### src/rtl/reorder_buffer.sv
// In-order retirement queue: dispatch allocates at the tail, three pipelines mark entries done,
// and the oldest done entry retires through a registered commit port one per cycle.
module reorder_buffer #(
  parameter int unsigned DEPTH     = 32,
  parameter int unsigned IDX_W     = 5,
  parameter int unsigned PR_ADDR_W = 5
) (
  input  logic                   clk,
  input  logic                   rst,
  input  logic                   flush,
  input  logic                   alloc_valid,
  output logic                   alloc_ready,
  output logic [IDX_W-1:0]       alloc_idx,
  input  logic [2*PR_ADDR_W-1:0] alloc_free_regs,
  input  logic [1:0]             alloc_free_mask,
  input  logic                   comp_arith_valid,
  input  logic [IDX_W-1:0]       comp_arith_idx,
  input  logic                   comp_mem_valid,
  input  logic [IDX_W-1:0]       comp_mem_idx,
  input  logic                   comp_term_valid,
  input  logic [IDX_W-1:0]       comp_term_idx,
  output logic                   commit_valid,
  input  logic                   commit_ready,
  output logic [IDX_W-1:0]       commit_idx,
  output logic [2*PR_ADDR_W-1:0] commit_free_regs,
  output logic [1:0]             commit_free_mask,
  output logic [IDX_W:0]         count,
  output logic                   comp_err
);

  logic [IDX_W:0]         head_q, head_d, tail_q, tail_d;
  logic [DEPTH-1:0]       valid_q, valid_d, done_q, done_d;
  logic [2*PR_ADDR_W-1:0] regs_q [DEPTH];
  logic [1:0]             mask_q [DEPTH];

  logic                   commit_valid_q, commit_valid_d;
  logic [IDX_W-1:0]       commit_idx_q, commit_idx_d;
  logic [2*PR_ADDR_W-1:0] commit_regs_q, commit_regs_d;
  logic [1:0]             commit_mask_q, commit_mask_d;
  logic                   comp_err_q, comp_err_d;

  logic [IDX_W-1:0] head_lo, tail_lo;
  logic             full, alloc_fire, load_en, commit_fire;
  logic [2:0]       comp_v;
  logic [IDX_W-1:0] comp_i [3];
  logic [DEPTH-1:0] comp_set;
  logic             comp_bad;

  assign head_lo = head_q[IDX_W-1:0];
  assign tail_lo = tail_q[IDX_W-1:0];

  // Full when low bits match but the wrap bits differ.
  assign full        = (head_lo == tail_lo) && (head_q[IDX_W] != tail_q[IDX_W]);
  assign alloc_ready = !full;
  assign alloc_idx   = tail_lo;
  assign count       = tail_q - head_q;
  assign alloc_fire  = alloc_valid && alloc_ready;

  assign comp_v    = {comp_term_valid, comp_mem_valid, comp_arith_valid};
  assign comp_i[0] = comp_arith_idx;
  assign comp_i[1] = comp_mem_idx;
  assign comp_i[2] = comp_term_idx;

  always_comb begin
    comp_set = '0;
    comp_bad = 1'b0;
    for (int p = 0; p < 3; p++) begin
      if (comp_v[p]) begin
        if (valid_q[comp_i[p]]) comp_set[comp_i[p]] = 1'b1;
        else                    comp_bad = 1'b1;
      end
    end
  end

  // Eligibility uses pre-edge done, so a completion takes one extra cycle to reach commit.
  assign load_en     = !commit_valid_q || commit_ready;
  assign commit_fire = load_en && valid_q[head_lo] && done_q[head_lo];

  always_comb begin
    head_d         = head_q;
    tail_d         = tail_q;
    valid_d        = valid_q;
    done_d         = done_q | comp_set;
    commit_valid_d = commit_valid_q;
    commit_idx_d   = commit_idx_q;
    commit_regs_d  = commit_regs_q;
    commit_mask_d  = commit_mask_q;
    comp_err_d     = comp_err_q | comp_bad;

    if (commit_fire) begin
      valid_d[head_lo] = 1'b0;
      head_d           = head_q + 1'b1;
      commit_valid_d   = 1'b1;
      commit_idx_d     = head_lo;
      commit_regs_d    = regs_q[head_lo];
      commit_mask_d    = mask_q[head_lo];
    end else if (load_en) begin
      commit_valid_d = 1'b0;
    end

    if (alloc_fire) begin
      valid_d[tail_lo] = 1'b1;
      done_d[tail_lo]  = 1'b0;
      tail_d           = tail_q + 1'b1;
    end

    if (flush) begin
      head_d         = '0;
      tail_d         = '0;
      valid_d        = '0;
      done_d         = '0;
      commit_valid_d = 1'b0;
      comp_err_d     = comp_err_q;
    end
  end

  always_ff @(posedge clk or posedge rst) begin
    if (rst) begin
      head_q         <= '0;
      tail_q         <= '0;
      valid_q        <= '0;
      done_q         <= '0;
      commit_valid_q <= 1'b0;
      commit_idx_q   <= '0;
      commit_regs_q  <= '0;
      commit_mask_q  <= '0;
      comp_err_q     <= 1'b0;
    end else begin
      head_q         <= head_d;
      tail_q         <= tail_d;
      valid_q        <= valid_d;
      done_q         <= done_d;
      commit_valid_q <= commit_valid_d;
      commit_idx_q   <= commit_idx_d;
      commit_regs_q  <= commit_regs_d;
      commit_mask_q  <= commit_mask_d;
      comp_err_q     <= comp_err_d;
    end
  end

  // Payload is only meaningful while the entry is valid, so it needs no reset.
  always_ff @(posedge clk) begin
    if (alloc_fire && !flush) begin
      regs_q[tail_lo] <= alloc_free_regs;
      mask_q[tail_lo] <= alloc_free_mask;
    end
  end

  assign commit_valid     = commit_valid_q;
  assign commit_idx       = commit_idx_q;
  assign commit_free_regs = commit_regs_q;
  assign commit_free_mask = commit_mask_q;
  assign comp_err         = comp_err_q;

endmodule

### config.mk
export PLATFORM = sky130hd
export DESIGN_NAME = reorder_buffer
export DESIGN_NICKNAME = d
export VERILOG_FILES = /design/src/rtl/reorder_buffer.sv
export SDC_FILE = /design/constraint.sdc
export NUM_CORES = 1
export LEC_CHECK = 0
export ABC_AREA = 1
export BUFFER_PORTS_ARGS = -buffer_cell sky130_fd_sc_hd__buf_2
export CAP_MARGIN = 25
export CORE_AREA = 8 8 221 223
export DETAILED_ROUTE_END_ITERATION = 10
export DIE_AREA = 0 0 229 231
export GPL_TIMING_DRIVEN = 0
export PLACE_DENSITY = 0.62
export SYNTH_ARGS = -nofsm -noshare
export SYNTH_HDL_FRONTEND = slang
export SYNTH_SLANG_ARGS = --single-unit
### constraint.sdc
create_clock -name clk -period 9.89 [get_ports clk]
set_input_delay 1.978 -clock clk [delete_from_list [all_inputs] [get_ports clk]]
set_output_delay 1.978 -clock clk [all_outputs]
set_load 0.05 [all_outputs]
Word level (Yosys, flattened, before mapping):

Memories as Yosys holds them, arrays and structs flattened. A register that Yosys moved wholly into a read port is not among the register bits.
Index checks and enable logic that the tools add are counted.
W data, S select, Z words.

* RAM bits: 384
* bits in registers: 83
* input bits: 35
* memories: 2
* output and inout port bits: 31
* word-level logic and storage cells: 96

Memory list
* regs_q: depth 32, bits a word 10, rd ports 1, clocked after Yosys merged registers in 1, write ports 1, RTL line 33 `logic [2*PR_ADDR_W-1:0] regs_q [DEPTH];`
* mask_q: depth 32, bits a word 2, rd ports 1, clocked after Yosys merged registers in 1, write ports 1, RTL line 34 `logic [1:0] mask_q [DEPTH];`

* multiplexer cells: 46
* add/subtract/negate cells: 3
* bitwise operators: 9
* order comparisons: 10
* reduce and logical (&&, ||, !) cells: 17
* eq/ne operators: 2

Operator list (number)
* $mux W32: 11
* $or A32 B32 Y32: 4
* $and A32 B32 Y32: 2
* $not A32 Y32: 2
* $lt A5 B6 Y1 const B: 5
* $bmux W1 S5: 5
* $demux W1 S5: 5
* $ge A5 B1 Y1 const B: 5
* $mux W6: 4
* $mux W1: 21
* $add A6 B1 Y6 const B: 2
* $logic_and A1 B1 Y1: 10
* $sub A6 B6 Y6: 1
* $eq A5 B5 Y1: 1
* $reduce_bool A2 Y1: 2
* $logic_not A1 Y1: 3
* $reduce_bool A3 Y1: 1
* $logic_or A1 B1 Y1: 1
* $ne A1 B1 Y1: 1
* $or A1 B1 Y1: 1

Logic depth before layout (Yosys ltp):

* depth in word-level cells: 16
* mapped depth: 16
* mapped depth without buffers: 13

Least setup slack after synthesis:

OpenSTA, ideal clock, no wires.

* path type: register to output
* from: register head_q[1]
* to: output count[5]
* cell stages (with the launch flop): 13
* path buffers: 4
* data required time: 7.912 ns
* path slack: 5.151 ns
* arrival: 2.761 ns
* cell sequence: dfrtp_1 -> buf_2 -> inv_2 -> buf_4 -> buf_2 -> clkbuf_1 -> ha_1 -> nand2_1 -> o21ai_0 -> a21oi_1 -> nor2_1 -> nor2_1 -> xor2_1

* longest elaborated chain between the ends: 1

Ends and longest elaborated chain
* from (decl): RTL line 31 `logic [IDX_W:0] head_q, head_d, tail_q, tail_d;`
* from (signal assigned): RTL line 119 `head_q <= '0;`
* from (signal assigned): RTL line 129 `head_q <= head_d;`
* $sub A6 B6 Y6: RTL line 56 `assign count = tail_q - head_q;`
* to (decl): RTL line 27 `output logic [IDX_W:0] count,`

Every way passes these cells.

Worst setup path in the final report:

Ends and elaborated chain as after synthesis.

==> flow_summary.ini <==
[outcome]
status = completed

[yosys]
yosysTopAreaCell = edfxtp_1
synth_top_area_frac = 0.514
synth_top_cells_by_area = edfxtp_1, dfrtp_1, nand2_1
postSynthCellCount = 2312
ys_seq_area_frac = 0.620
yosysWarnings = 0
synthesis.nets = 2361
synth_cell_types = 36
yosys_register_bits = 479
avgSynthCellArea_sq_um = 9.71
syn_area_sq_um = 22500

[critical_path]
r2r_cells = 11
crit_slowest_cell = clkbuf_1
worstReg2RegStart = head_q[1]
crit_path_end_kind = primary output
cp_data_required_time_ps = 7910
rrSetupSlack_ps = 5130
crit_type = flip-flop to primary output
worst-path-buf-inv = 6
cp_top_family = buffers and inverters
max_stage_delay_ps = 650
r2r-end = regs_q[6][1]
critPathLaunchType = flip-flop
crit_arrival_ps = 4080
critPathLaunch = head_q[1]
path_max_fanout = 12
path_cells = buf_2, inv_2, buf_4, buf_2, clkbuf_1, ha_1, nand2_1, o21ai_0, a21oi_1, nor2_1, nor2_1, xor2_1, buf_2
crit_top_cell = buf_2

[die]
io-pin-count = 66
core_area_sq_um = 45100
start_util = 0.498
die_w_um = 229
rows = 78
die_h_um = 231
fp.dieArea_sq_um = 52900

[placed_design]
dp.final_hpwl_mm = 58.9
io_buffer_count = 62
gp_congestion = 1.07
place_area_sq_um = 24200

[sta]
maxSlewHeadroom = 0.245
hold_ws_ps = 474
rsz0062_at_grt = false
fmax_mhz = 165
fin_crit_ps = 6060
maxSlewViolCount = 0
setup_violations = 0
finalCritPeriodShare = 0.613
timing_hold_violations_final = 0
final.setup.tns_ps = 0
worstMarginPinSlew_ps = 1120
clock_skew_ps = 15.0

[clock_tree]
post_cts_resized = 0
clk_pin_slew_ps = 60
insertion_delay_ps = 580
post_cts_buffers = 0
root_buffer = clkbuf_16
cts_buffer_depth = 3
cts.hold.buffers_added = 0
cts_htree_levels = 2
numCtsBuffers = 49
cts_sinks = 479
cts_tree = yes

[routing]
routed_wl_mm = 81.0
vias = 18300
drtIter0Drc = 2416
firstDrtPassIters = 6
drc = 0
via_per_inst = 5.91
drtAntennaViolNets = 0
routedWlPerCell_um = 26.2

[cells_and_area]
layout_commonest_cell = nand2_1
postLayoutCoreUtil = 0.571
drive_gt1_frac = 0.121
fin_area_sq_um = 25700
area_delta_synth_final_pct = 14.7
multi_input_area_sq_um = 7460
num-fill-cells = 3991
final_cell_mix = nand2_1, edfxtp_1, nor2_1, o21ai_0, inv_1
seqCellArea_sq_um = 13900
nNetsFinal = 2502

[worst_hold_path]
min_from = comp_err
whs_path_depth = 2
hp-class = flip-flop to flip-flop
min_to = comp_err

[global_route]
antenna_found_initial = 0
grt_usage = 0.298
grt_pass1_vias = 17700
overflow = 0
grt_max_degree = 71
grt_pass1_wl_mm = 116

[power_and_ir_drop]
ir_drop_v = 0.000173
powerDensity_nw_per_um2 = 168
leakagePower_nw = 9.89

[flow_run]
drv_cap = 0
worst register-to-register path: stages (launching register included):
cell      delay, ps
dfrtp_1         460
buf_2           230
inv_2           160
buf_4           230
buf_2           390
clkbuf_1        650
ha_1            390
nand4_1         130
nand2_1         200
nor2_1          500
nand2_1         180
nor2_2          830
where the power goes:
group	internal, mW	total, mW	switching [mW]
combinational	0.0674	0.319	0.252
sequential	2.21	2.23	0.0179
clock	1.01	1.79	0.774
kinds of logic after synthesis:
family | Yosys count | synth area share
DFF | 479 | 0.620
xor gates and xnor gates | 9 | 0.00351
adders and majority gates | 14 | 0.00814
and+or+nand+nor | 1084 | 0.201
buffers and inverters | 272 | 0.0514
AOI/OAI and AO/OA | 454 | 0.117
cell usage after synthesis (all sizes together):
cell / number
a211oi: 1
a21oi: 24
a31o: 7
and3: 1
buf: 55
clkbuf: 74
dfrtp: 95
edfxtp: 384
fa: 1
ha: 13
inv: 143
nand2: 537
nand3: 70
nand3b: 3
nand4: 41
nor2: 375
nor3: 54
nor4: 3
o21ai: 273
o21bai: 53
o22ai: 96
xnor2: 1
xor2: 8
per-stage QoR:
stage	power, mW	worst slack, ps	cells
2_1_floorplan	2.46	5150	2312
3_3_place_gp	2.57	4160	2974
3_5_place_dp	2.58	4490	3002
4_1_cts	4.34	3860	3089
5_1_grt	4.44	3730	3089
6_report	4.33	3830	3090
state kept, by name, indices dropped and copies added, names as in the netlist:
signal,count
regs_q,320
mask_q,64
done_q,32
valid_q,32
commit_free_regs,10
head_q,6
tail_q,6
commit_idx,5
commit_free_mask,2
commit_valid,1
comp_err,1
routing by layer:
layer  part of all wire  GRT usage  vias to the layer above
met3              0.083     0.0437                      266
met4              0.078      0.208                        0
met5                  0          0                        -
met1               0.36      0.351                     8718
li1                   -          -                     8219
met2               0.48      0.502                     1047
cell type report:
cell class,instances,area share
clock buffer,58,0.0489
clock inverter,29,0.00977
inverter,143,0.0211
tap,600,0.0292
timing repair buffer,90,0.0371
buffer,129,0.0238
multi-input combinational,1561,0.290
antenna,1,0.0000972
sequential,479,0.540
worst max-delay path by stage:
stage / endpoint / slack (ps) / cells past startpoint
floorplan: count[5] / 5150 / 12
global placement: done_q[31] / 4160 / 2
detailed placement: count[5] / 4490 / 13
CTS: count[5] / 3860 / 13
global route: count[5] / 3730 / 13
finish: count[5] / 3830 / 13
No activity file was read; power rests on OpenSTA's default activity.
